--- src/rtl/pipe_barrel_shifter.sv ---
// Pipelined barrel shifter: stage 0 normalises the amount, then one stage per amount bit.
// Optional carry-out of the last shifted bit is built when SHIFTER_CARRY_EN is defined.
module pipe_barrel_shifter #(
  parameter int WIDTH = 32,
  parameter int TAGW  = 5,
  parameter int LOG2W = $clog2(WIDTH)
) (
  input  logic             clk,
  input  logic             rst,
  input  logic             in_valid,
  output logic             in_ready,
  input  logic [WIDTH-1:0] in_data,
  input  logic [LOG2W:0]   in_amt,
  input  logic [2:0]       in_op,
  input  logic [TAGW-1:0]  in_tag,
  output logic             out_valid,
  input  logic             out_ready,
  output logic [WIDTH-1:0] out_data,
  output logic [TAGW-1:0]  out_tag
`ifdef SHIFTER_CARRY_EN
  ,
  output logic             out_carry
`endif
);

  localparam int NS = LOG2W + 1;

  localparam logic [2:0] OP_SLL = 3'd0;
  localparam logic [2:0] OP_SRL = 3'd1;
  localparam logic [2:0] OP_SRA = 3'd2;
  localparam logic [2:0] OP_ROL = 3'd3;
  localparam logic [2:0] OP_ROR = 3'd4;

  typedef struct packed {
    logic             valid;
    logic [2:0]       op;
    logic [LOG2W-1:0] amt;
    logic             sign;
`ifdef SHIFTER_CARRY_EN
    logic             carry;
`endif
    logic [TAGW-1:0]  tag;
    logic [WIDTH-1:0] data;
  } stage_t;

  stage_t st [NS];
  stage_t pre;
  logic   adv;
  logic   over;

  // Handshake: input transfers on in_valid && in_ready, output on out_valid && out_ready.
  // The whole pipe advances together (bubbles included) whenever the last stage can move.
  assign adv       = !out_valid || out_ready;
  assign in_ready  = adv;
  assign out_valid = st[LOG2W].valid;
  assign out_data  = st[LOG2W].data;
  assign out_tag   = st[LOG2W].tag;
`ifdef SHIFTER_CARRY_EN
  assign out_carry = st[LOG2W].carry;
`endif

  assign over = in_amt[LOG2W];

  // Over-range shifts are resolved here so later stages only ever see amounts < WIDTH.
  always_comb begin
    pre       = '0;
    pre.valid = in_valid;
    pre.op    = in_op;
    pre.tag   = in_tag;
    pre.data  = in_data;
    pre.sign  = in_data[WIDTH-1];
    pre.amt   = in_amt[LOG2W-1:0];
    case (in_op)
      OP_SLL, OP_SRL: begin
        if (over) begin
          pre.data = '0;
          pre.amt  = '0;
`ifdef SHIFTER_CARRY_EN
          if (in_amt[LOG2W-1:0] == '0)
            pre.carry = (in_op == OP_SLL) ? in_data[0] : in_data[WIDTH-1];
`endif
        end
      end
      OP_SRA: begin
        if (over) begin
          pre.data = {WIDTH{in_data[WIDTH-1]}};
          pre.amt  = '0;
`ifdef SHIFTER_CARRY_EN
          pre.carry = in_data[WIDTH-1];
`endif
        end
      end
      OP_ROL, OP_ROR: ;
      default: pre.amt = '0;
    endcase
  end

  function automatic stage_t step(input stage_t s, input int k);
    stage_t r;
    int     sh;
    logic   en;
    r  = s;
    sh = 1 << k;
    en = |(s.amt & (LOG2W'(1) << k));
    if (en) begin
      case (s.op)
        OP_SLL: begin
          r.data = s.data << sh;
`ifdef SHIFTER_CARRY_EN
          r.carry = s.data[LOG2W'(WIDTH - sh)];
`endif
        end
        OP_SRL: begin
          r.data = s.data >> sh;
`ifdef SHIFTER_CARRY_EN
          r.carry = s.data[LOG2W'(sh - 1)];
`endif
        end
        OP_SRA: begin
          r.data = (s.data >> sh) | (s.sign ? ~({WIDTH{1'b1}} >> sh) : '0);
`ifdef SHIFTER_CARRY_EN
          r.carry = s.data[LOG2W'(sh - 1)];
`endif
        end
        OP_ROL: begin
          r.data = (s.data << sh) | (s.data >> (WIDTH - sh));
`ifdef SHIFTER_CARRY_EN
          r.carry = s.data[LOG2W'(WIDTH - sh)];
`endif
        end
        OP_ROR: begin
          r.data = (s.data >> sh) | (s.data << (WIDTH - sh));
`ifdef SHIFTER_CARRY_EN
          r.carry = s.data[LOG2W'(sh - 1)];
`endif
        end
        default: ;
      endcase
    end
    return r;
  endfunction

  always_ff @(posedge clk) begin
    if (rst) begin
      for (int k = 0; k < NS; k++) st[k] <= '0;
    end else if (adv) begin
      st[0] <= pre;
      for (int k = 1; k < NS; k++) st[k] <= step(st[k-1], k - 1);
    end
  end

endmodule
--- config.mk ---
export PLATFORM = sky130hd
export DESIGN_NAME = pipe_barrel_shifter
export DESIGN_NICKNAME = d
export VERILOG_FILES = /design/src/rtl/pipe_barrel_shifter.sv
export SDC_FILE = /design/constraint.sdc
export NUM_CORES = 1
export LEC_CHECK = 0
export CORE_MARGIN = 3
export CORE_UTILIZATION = 61
export CTS_BUF_LIST = sky130_fd_sc_hd__clkbuf_4 sky130_fd_sc_hd__clkbuf_8
export DETAILED_ROUTE_END_ITERATION = 8
export GPL_TIMING_DRIVEN = 0
export PLACE_DENSITY = 0.91
export REMOVE_ABC_BUFFERS = 1
export SYNTH_ARGS = -nofsm -noshare
export SYNTH_HDL_FRONTEND = slang
export SYNTH_SLANG_ARGS = --single-unit
--- constraint.sdc ---
create_clock -name clk -period 13 [get_ports clk]
set_input_delay 2.6 -clock clk [delete_from_list [all_inputs] [get_ports clk]]
set_output_delay 2.6 -clock clk [all_outputs]
set_load 0.03 [all_outputs]
# ---- Yosys cells after proc, flatten, opt, wreduce, memory -nomap -nowiden
# Memory sizes are Yosys's and may differ from the RTL's.
# Cells that the tools add are included.
# W data, S select, Z words.
dict set report classes {
  eq_ne 24
  muxes 41
  n_bitwise 20
  reduce_logical 12
}
# op n
set ops {}
lappend ops {{$mux W32} 21}
lappend ops {{$pmux W32 S5} 4}
lappend ops {{$mux W47} 6}
lappend ops {{$pmux W32 S4} 1}
lappend ops {{$or A16 B32 Y32} 2}
lappend ops {{$or A24 B32 Y32} 2}
lappend ops {{$or A28 B32 Y32} 2}
lappend ops {{$or A30 B32 Y32} 2}
lappend ops {{$or A31 B32 Y32} 2}
lappend ops {{$pmux W32 S2} 1}
lappend ops {{$eq A3 B2 Y1 const B} 12}
lappend ops {{$or A32 B1 Y32} 1}
lappend ops {{$or A32 B2 Y32} 1}
lappend ops {{$or A32 B4 Y32} 1}
lappend ops {{$or A32 B8 Y32} 1}
lappend ops {{$mux W31} 1}
lappend ops {{$eq A3 B1 Y1 const B} 6}
lappend ops {{$eq A3 B3 Y1 const B} 6}
lappend ops {{$logic_not A3 Y1} 6}
lappend ops {{$pmux W5 S2} 1}
lappend ops {{$or A1 B1 Y1} 6}
lappend ops {{$reduce_or A2 Y1} 3}
lappend ops {{$mux W1} 5}
lappend ops {{$mux W5} 1}
lappend ops {{other kinds (3)} 3}
dict set report totals {
  register_bits 0
  ram_bits 282
  input_bits 50
  output_inout_bits 39
  wordCells 98
  memories 1
}
# name depth word_bits rd rd_ports_with_merged_regs wr line_no
set memory_table {}
lappend memory_table {st 6 47 6 0 6 46} ;# stage_t st [NS];

# ---- Depth between registers and ports, before layout
# Gate-level depths: netlist of the first run.
# An unclocked memory read counts as a cell.
dict set report logic_depth {
  ltp_word 8
  mapped_depth 7
  ltp_nobuf 3
}

# ---- Worst setup path before layout of the first run
# OpenSTA, ideal clock, no wires.
dict set report synth_path {
  path_kind {in2reg}
  startpoint {input port rst}
  endpoint {memory st[0][0] (netlist name), enable pin}
  setup_time_ps 671
  t_arrival_ps 9284
  required_time_ps 12329
  setup_slack_ps 3044
  cell_stages 3
  path_buffers 2
  cell_sequence {buf_6 > clkbuf_1 > nand2b_1}
}
# item line_no
set synth_rtl {}
lappend synth_rtl {{start: declaration} 9} ;# input logic rst,
lappend synth_rtl {{end: declaration} 46}

# ---- Worst setup path after layout of the first run
dict set report layout_path {
  startpoint {input port out_ready}
  endpoint {output port in_ready}
}
dict set report layout_between {
  elab_chain_len 1
}
# item line_no
set layout_lines {}
lappend layout_lines {{start: declaration} 17} ;# input logic out_ready,
lappend layout_lines {{$logic_or A1 B1 Y1} 53} ;# assign adv = !out_valid || out_ready;
lappend layout_lines {{end: declaration} 11} ;# output logic in_ready,
# Every way passes these cells.

==> metrics.cfg, run 1 <==
[yosys]
synthTopCellsByCount = edfxtp_1, a21oi_1, nor2_1, mux2i_1, clkbuf_1
synth_area_per_cell_um2 = 11.8
netlist_instances = 1234
synth.yosys.seq_area_share_pct = 54.3
post-synth-top-count-cell = edfxtp_1
synth_area_leaders = edfxtp_1, mux2i_1, a21oi_1, a2111oi_0, a2111oi_2
warnings_synthesis = 0
ys_seq_elements = 263
synth.largest_area_cell = edfxtp_1
netlist.area_leader.share_pct = 54.3
synthDistinctLibCells = 44
synth_enable_flop_cells = 263
postSynth.topFlopCell = edfxtp_1
syn_area_um2 = 14500
ys_async_sr_fraction_pct = 0

[floorplanning]
design.portCount = 89
die_area_um2 = 25700
core_region_area_um2 = 23100
die_y_um = 160
die_w_um = 160
start_util_pct = 63.0
rows = 55

[power_and_ir_drop]
power_density_nw_per_um2 = 116
intPower_mw = 1.42
power.switching_fraction_pct = 23.0
clkPwrFrac_pct = 36.6
leakage_nw = 6.03
power_frac_comb_pct = 8.6
peakVddDrop_uv = 80.7
power_frac_seq_pct = 54.8
switching_power_uw = 425
total_power_mw = 1.84

[cts]
post_cts_buffers = 0
buffer_depth_of_the_longest_clock_path = 3
clockRootBuffer = clkbuf_8
cts_hold_buffers = 0
cts_resized = 0
clk_latency_ns = 0.55
num_cts_buffers = 42
clock_sinks = 263
path_clk_slew_ns = 0.05
clock_tree_from_tritoncts = done
ctsHtreeMaxLevel = 2

[timing]
finalSetupTns_ns = 0
whs_ns = 0.516
hold_viol_final = 0
min_period_over_period_pct = 55.0
clock_skew_ns = 0.0226
number_of_max_slew_violations_in_the_final_report = 0
worst_pin_slew_ns = 1.42
fin_crit_ns = 7.15
rsz0062_at_grt = no
maxSlewHeadroom_pct = 5.26
setup-violations-final = 0
max_clock_freq_mhz = 140

[grt]
initial_antenna_violation_count = 0
grt-ovfl-total = 0
wire_length_of_the_first_global_routing_pass_mm = 47.2
grt_pass1_vias = 9574
aggregate_global_route_resource_usage_pct = 21.6
largest_net_degree_at_the_start_of_global_routing = 77

[final_layout]
top_register = st
final_nets = 1260
top_regs = st: 263 flops
largest_register_ffs = 263
syn2layout_area_growth_pct = 9.88
layout_fillers = 1604
num_antenna_cells = 0
post_layout_nonfiller_instances = 1548
multi_input_area_um2 = 5760
final_layout_size_suffix_gt1_share_pct = 11.0
seqCellArea_um2 = 7900

[critical_path]
worst_reg_to_reg_setup_slack_ns = 9.87
worst_ep_required_time_ns = 10.40
reg2reg_to = st[0][120]
arrival_ns = 4.55
crit_path_launch = out_ready
critPathCaptureType = output port
critical_path.startpoint_type = input port
setup.worst_path.class = in2out
worst_r2r_path_depth = 3
timing.rr.start = st[0][86]
worst-path-max-fanout = 20

[place]
weighted_congestion_at_the_end_of_routability_driven_global_placement = 0.859
numPlacedInstances = 1478
dp_hpwl_mm = 18.4
placement.io_buffers = 88

[min_path]
holdPathStages = 1
hold_end = st[0][183]
min_path_type = reg2reg
worstHoldStart = st[0][136]

[detailed_routing]
routed_wl_per_cell_um = 18.1
drt_wl_total_mm = 28.0
detailedRoute.firstIterationViolations = 730
vias_per_cell = 6.49
antenna_left = 0
detailroute.via_count = 10000
route.detailed.drc = 0
count_of_tritonroute_iterations_in_the_first_routing_pass = 5

[run_status]
status = completed

[job]
cap_violations = 0

==> power by group through the flow <==
stage,Clock [mW],Sequential [mW],Combinational [mW]
floorplan,0,1.02,0.103
global placement,0,1.03,0.147
detailed placement,0,1.03,0.157
CTS,0.691,1.01,0.158
global route,0.728,1.02,0.174
finish,0.675,1.01,0.158
==> how the worst max path moves through the flow <==
stage | cells past startpoint | slack [ns] | end
after global placement | 3 | 0.14 | st[0][31]
after floorplan | 2 | 2.94 | st[0][0]
after global routing | 4 | 5.74 | in_ready
final | 4 | 5.85 | in_ready
after CTS | 4 | 5.89 | in_ready
after detailed placement | 4 | 5.89 | in_ready
==> final cells by class <==
type / instances / share of cell area [%]
Clock inverter: 16 / 0.784
Multi-Input combinational cell: 802 / 36.1
Timing Repair Buffer: 99 / 7.01
Tap cell: 313 / 2.45
Inverter: 2 / 0.0470
Sequential cell: 263 / 49.5
Clock buffer: 53 / 4.18
==> cell usage in the layout (no fill, tap or decap), types with 5 or more instances in the layout <==
master / n
nor3b_1: 22
mux2i_1: 98
mux2_2: 14
o21a_1: 12
o21ai_2: 5
buf_16: 5
a2111oi_1: 6
nand2_1: 7
o21ai_0: 47
nor2b_1: 6
clkinv_1: 8
nor2_1: 107
clkbuf_8: 43
clkdlybuf4s50_1: 88
edfxtp_1: 263
a22oi_1: 14
and2_1: 66
clkbuf_4: 10
o22ai_1: 19
a2111oi_0: 74
a2111oi_2: 33
a32o_1: 16
a311oi_1: 30
a21oi_1: 188
==> per-layer routing <==
| metal | global-route usage [%] | vias to the layer above | routed length [um] |
|---|---|---|---|
| met5 | 0 | - | 0 |
| met4 | 9.35 | 0 | 957 |
| met3 | 3.25 | 92 | 1500 |
| met2 | 38.4 | 397 | 14300 |
| met1 | 26.3 | 4758 | 11200 |
| li1 | - | 4792 | - |
==> kinds of logic after synthesis <==
kind of cell               count (synthesis)  share of synthesized area (%)
and+or+nand+nor                          233                           8.49
AOI/OAI and AO/OA                        450                           22.1
DFF                                      263                           54.3
buffers and inverters                    169                           6.38
adders and majority gates                  3                          0.207
xor gates and xnor gates                   4                          0.680
muxes                                    112                           7.84
==> critical path, cell delays in order <==
cell and delay [ns]:
clkdlybuf4s50_1 0.41, nor2b_2 0.80, inv_1 0.10, clkdlybuf4s50_1 0.63
==> metrics by stage <==
stage / worst slack [ns] / utilization, % / cell area (um2)
floorplan: 2.94 / - / 13600
detailed placement: 5.89 / 65.8 / 15200
global route: 5.74 / 69.3 / 16000
global placement: 0.137 / 64.6 / 14900
finish: 5.85 / 69.3 / 16000
CTS: 5.89 / 69.2 / 16000
Note: power is estimated with default switching activity, not from simulation.
==> run 2, diff against run 1 <==
==> constraint.sdc (replaced) <==
create_clock -name clk -period 7.1 [get_ports clk]
set_input_delay 1.42 -clock clk [delete_from_list [all_inputs] [get_ports clk]]
set_output_delay 1.42 -clock clk [all_outputs]
set_load 0.03 [all_outputs]
==> results of run 2 <==
Same layout as run 1 (identical final DEF). Status: completed.
Among the figures that moved: setup slack after placement 5.89 ns -> 2.35 ns; setup slack after layout 5.85 ns -> 2.31 ns; register-to-register setup slack 9.87 ns -> 3.97 ns; total power 1.84 mW -> 3.38 mW; worst IR drop on VDD 80.7 uV -> 148 uV
==> run 3, diff against run 2 <==
--- a/config.mk
+++ b/config.mk
@@ -6,11 +6,11 @@
 export NUM_CORES = 1
 export LEC_CHECK = 0
 export CORE_MARGIN = 3
-export CORE_UTILIZATION = 61
+export CORE_UTILIZATION = 56
 export CTS_BUF_LIST = sky130_fd_sc_hd__clkbuf_4 sky130_fd_sc_hd__clkbuf_8
 export DETAILED_ROUTE_END_ITERATION = 8
 export GPL_TIMING_DRIVEN = 0
-export PLACE_DENSITY = 0.91
+export PLACE_DENSITY = 0.88
 export REMOVE_ABC_BUFFERS = 1
 export SYNTH_ARGS = -nofsm -noshare
 export SYNTH_HDL_FRONTEND = slang
==> constraint.sdc (replaced) <==
create_clock -name clk -period 4.2 [get_ports clk]
set_input_delay 0.84 -clock clk [delete_from_list [all_inputs] [get_ports clk]]
set_output_delay 0.84 -clock clk [all_outputs]
set_load 0.03 [all_outputs]
==> run 3 against run 2 <==
Effect of this change: non-clock buffer count did not move; global-route usage fell by 2.6 points; register-to-register slack got worse by 2.9 ns; via count fell by 0.72%; clock power rose by 63%; critical path type unchanged; critical endpoint unchanged; largest cell class unchanged; largest power group unchanged.
==> metrics.cfg, run 3 (same netlist as run 1, synthesis figures left out) <==
[detailed_routing]
route.detailed.drc = 0  ; unchanged
wl_met3_mm = 1.77  ; +18%
antenna_left = 0  ; unchanged
count_of_tritonroute_iterations_in_the_first_routing_pass = 5  ; unchanged
drt_wl_total_mm = 27.6  ; -1.2%
highest_layer = met4
routed_wl_per_cell_um = 17.7  ; -2.2%
route.met2.wl_mm = 13.9  ; -2.7%
route.layer.met1.wl_mm = 11.3  ; +0.36%
detailroute.via_count = 9967  ; -0.72%
detailedRoute.firstIterationViolations = 1109  ; +52%
vias_per_cell = 6.37  ; -1.8%

[critical_path]
critical_path.startpoint_type = input port
worstSetupPathDepth = 4  ; unchanged
reg2reg_to = st[0][69]
worst_reg_to_reg_setup_slack_ns = 1.05
critical-path-max-stage-delay_ns = 0.76  ; -0.04 ns
worst_ep_required_time_ns = 3.36
worst_r2r_path_depth = 3  ; unchanged
worst_path_max_delay_cell = nor2b_2
timing.rr.start = st[0][38]
worst-path-max-fanout = 20  ; unchanged
critPathCaptureType = output port
critPathBufInv = 3  ; unchanged
setup.worst_path.class = in2out
arrival_ns = 2.72
path_cells = clkdlybuf4s50_1, nor2b_2, inv_1, clkdlybuf4s50_1
crit_path_launch = out_ready
cp_most_frequent_cell = clkdlybuf4s50_1
critical_path.top_delay_family = buffers and inverters
worst_setup_path_endpoint = in_ready

[power_and_ir_drop]
leakage_nw = 6.03  ; about the same
peakVddDrop_uv = 236
power_density_nw_per_um2 = 353
clkPwrFrac_pct = 35.8  ; -0.8 points
switching_power_mw = 1.32
power_frac_seq_pct = 55.5  ; +0.7 points
power_frac_comb_pct = 8.7  ; about the same
power.switching_fraction_pct = 23.5
intPower_mw = 4.32

[timing]
finalSetupTns_ns = 0  ; unchanged
whs_ns = 0.507  ; -0.00930 ns
rsz0062_at_grt = no
clock_skew_ns = 0.0194  ; -0.00321 ns
post-route-worst-setup-slack_ns = 0.644
fin_crit_ns = 3.56
hold_viol_final = 0  ; unchanged
worst_pin_slew_ns = 1.32  ; -0.102 ns
max_clock_freq_mhz = 281
maxSlewHeadroom_pct = 12.1  ; +6.8 points
min_period_over_period_pct = 84.7
setup-violations-final = 0  ; unchanged
number_of_max_slew_violations_in_the_final_report = 0  ; unchanged

[cts]
buffer_depth_of_the_longest_clock_path = 3  ; unchanged
cts_hold_buffers = 0  ; unchanged
clk_latency_ns = 0.55  ; about the same
ctsHtreeMaxLevel = 2  ; unchanged
post_cts_buffers = 0  ; unchanged
clock_sinks = 263  ; unchanged
clockRootBuffer = clkbuf_8
cts_resized = 0  ; unchanged
num_cts_buffers = 43  ; +2.4%
path_clk_slew_ns = 0.06  ; about the same
clock_tree_from_tritoncts = done

[floorplanning]
die_y_um = 167  ; +4.2%
die_w_um = 167  ; +4.2%
design.portCount = 89  ; unchanged
start_util_pct = 57.4  ; -5.7 points
rows = 58  ; +5.5%
die_area_um2 = 27900  ; +8.6%
core_region_area_um2 = 25300  ; +9.9%

[final_layout]
final_nets = 1261  ; +0.079%
num_antenna_cells = 0  ; unchanged
top_register = st
seqCellArea_um2 = 7900  ; unchanged
syn2layout_area_growth_pct = 9.93  ; about the same
multi_input_area_um2 = 5760  ; unchanged
top_regs = st: 263 flops
layout_fillers = 1914  ; +19%
final_layout_size_suffix_gt1_share_pct = 11.2  ; +0.16 points
largest_register_ffs = 263  ; unchanged
mostFrequentLayoutCell = edfxtp_1
final_area_um2 = 16000  ; about the same
mostFrequentLayoutCells = edfxtp_1, a21oi_1, nor2_1

[grt]
wire_length_of_the_first_global_routing_pass_mm = 45.3  ; -4.1%
largest_net_degree_at_the_start_of_global_routing = 86  ; +12%
grt-ovfl-total = 0  ; unchanged
aggregate_global_route_resource_usage_pct = 19.0  ; -2.6 points
grt_pass1_vias = 9282  ; -3.0%
initial_antenna_violation_count = 0  ; unchanged

[place]
post_detailed_placement_cell_area_um2 = 15200  ; +0.35%
weighted_congestion_at_the_end_of_routability_driven_global_placement = 0.899  ; +4.7%
preCtsSetupSlack_ns = 0.474
dp_hpwl_mm = 18.0  ; -1.9%
placement.io_buffers = 88  ; unchanged

[min_path]
min_path_type = reg2reg

[run_status]
status = completed

[job]
cap_violations = 0  ; unchanged

## run 3: metal layers
layer	vias up	global-route usage (%)
li1	4777	-
met1	4673	23.5
met3	78	3.28
met4	0	8.18
met5	-	0
met2	439	33.2
## run 3: worst register-to-register path, delay by kind of cell (launching register included)
kind	cells	cell delay (ns)
AND/OR/NAND/NOR	2	1.57
AO/OA/AOI/OAI	1	0.14
flip-flops	1	1.12
## run 3: worst min path at each step
stage / end / from / slack, ns / depth (start not counted)
after floorplan: st[0][126] / st[0][79] / 0.50 / 1
after global placement: st[0][174] / st[0][127] / 0.50 / 1
after detailed placement: st[0][183] / st[0][136] / 0.50 / 1
after CTS: st[0][81] / st[0][34] / 0.52 / 1
after global routing: st[0][81] / st[0][34] / 0.52 / 1
final: st[0][221] / st[0][174] / 0.51 / 1
## run 3: cell type report
cell class                 count  share of cell area, %
sequential                   263                   49.4
timing repair buffer          99                   7.13
tap                          330                   2.58
clock buffer                  58                   4.41
clock inverter                11                  0.329
inverter                       2                 0.0470
multi-input combinational    802                   36.1
## run 3: per-stage QoR
step                      util, %  power, mW  cells
after global placement       58.9       3.63   1485
after floorplan                 -       3.48   1067
after CTS                    63.1       5.68   1565
after detailed placement     60.1       3.66   1496
after global routing         63.1       5.86   1565
final                        63.1       5.64   1565
## run 3: power by group through the flow
stage	Clock [mW]	Sequential [mW]	Combinational [mW]
after global routing	2.18	3.14	0.535
final	2.02	3.13	0.488
after CTS	2.06	3.13	0.487
after detailed placement	0	3.18	0.483
after floorplan	0	3.16	0.320
after global placement	0	3.18	0.453
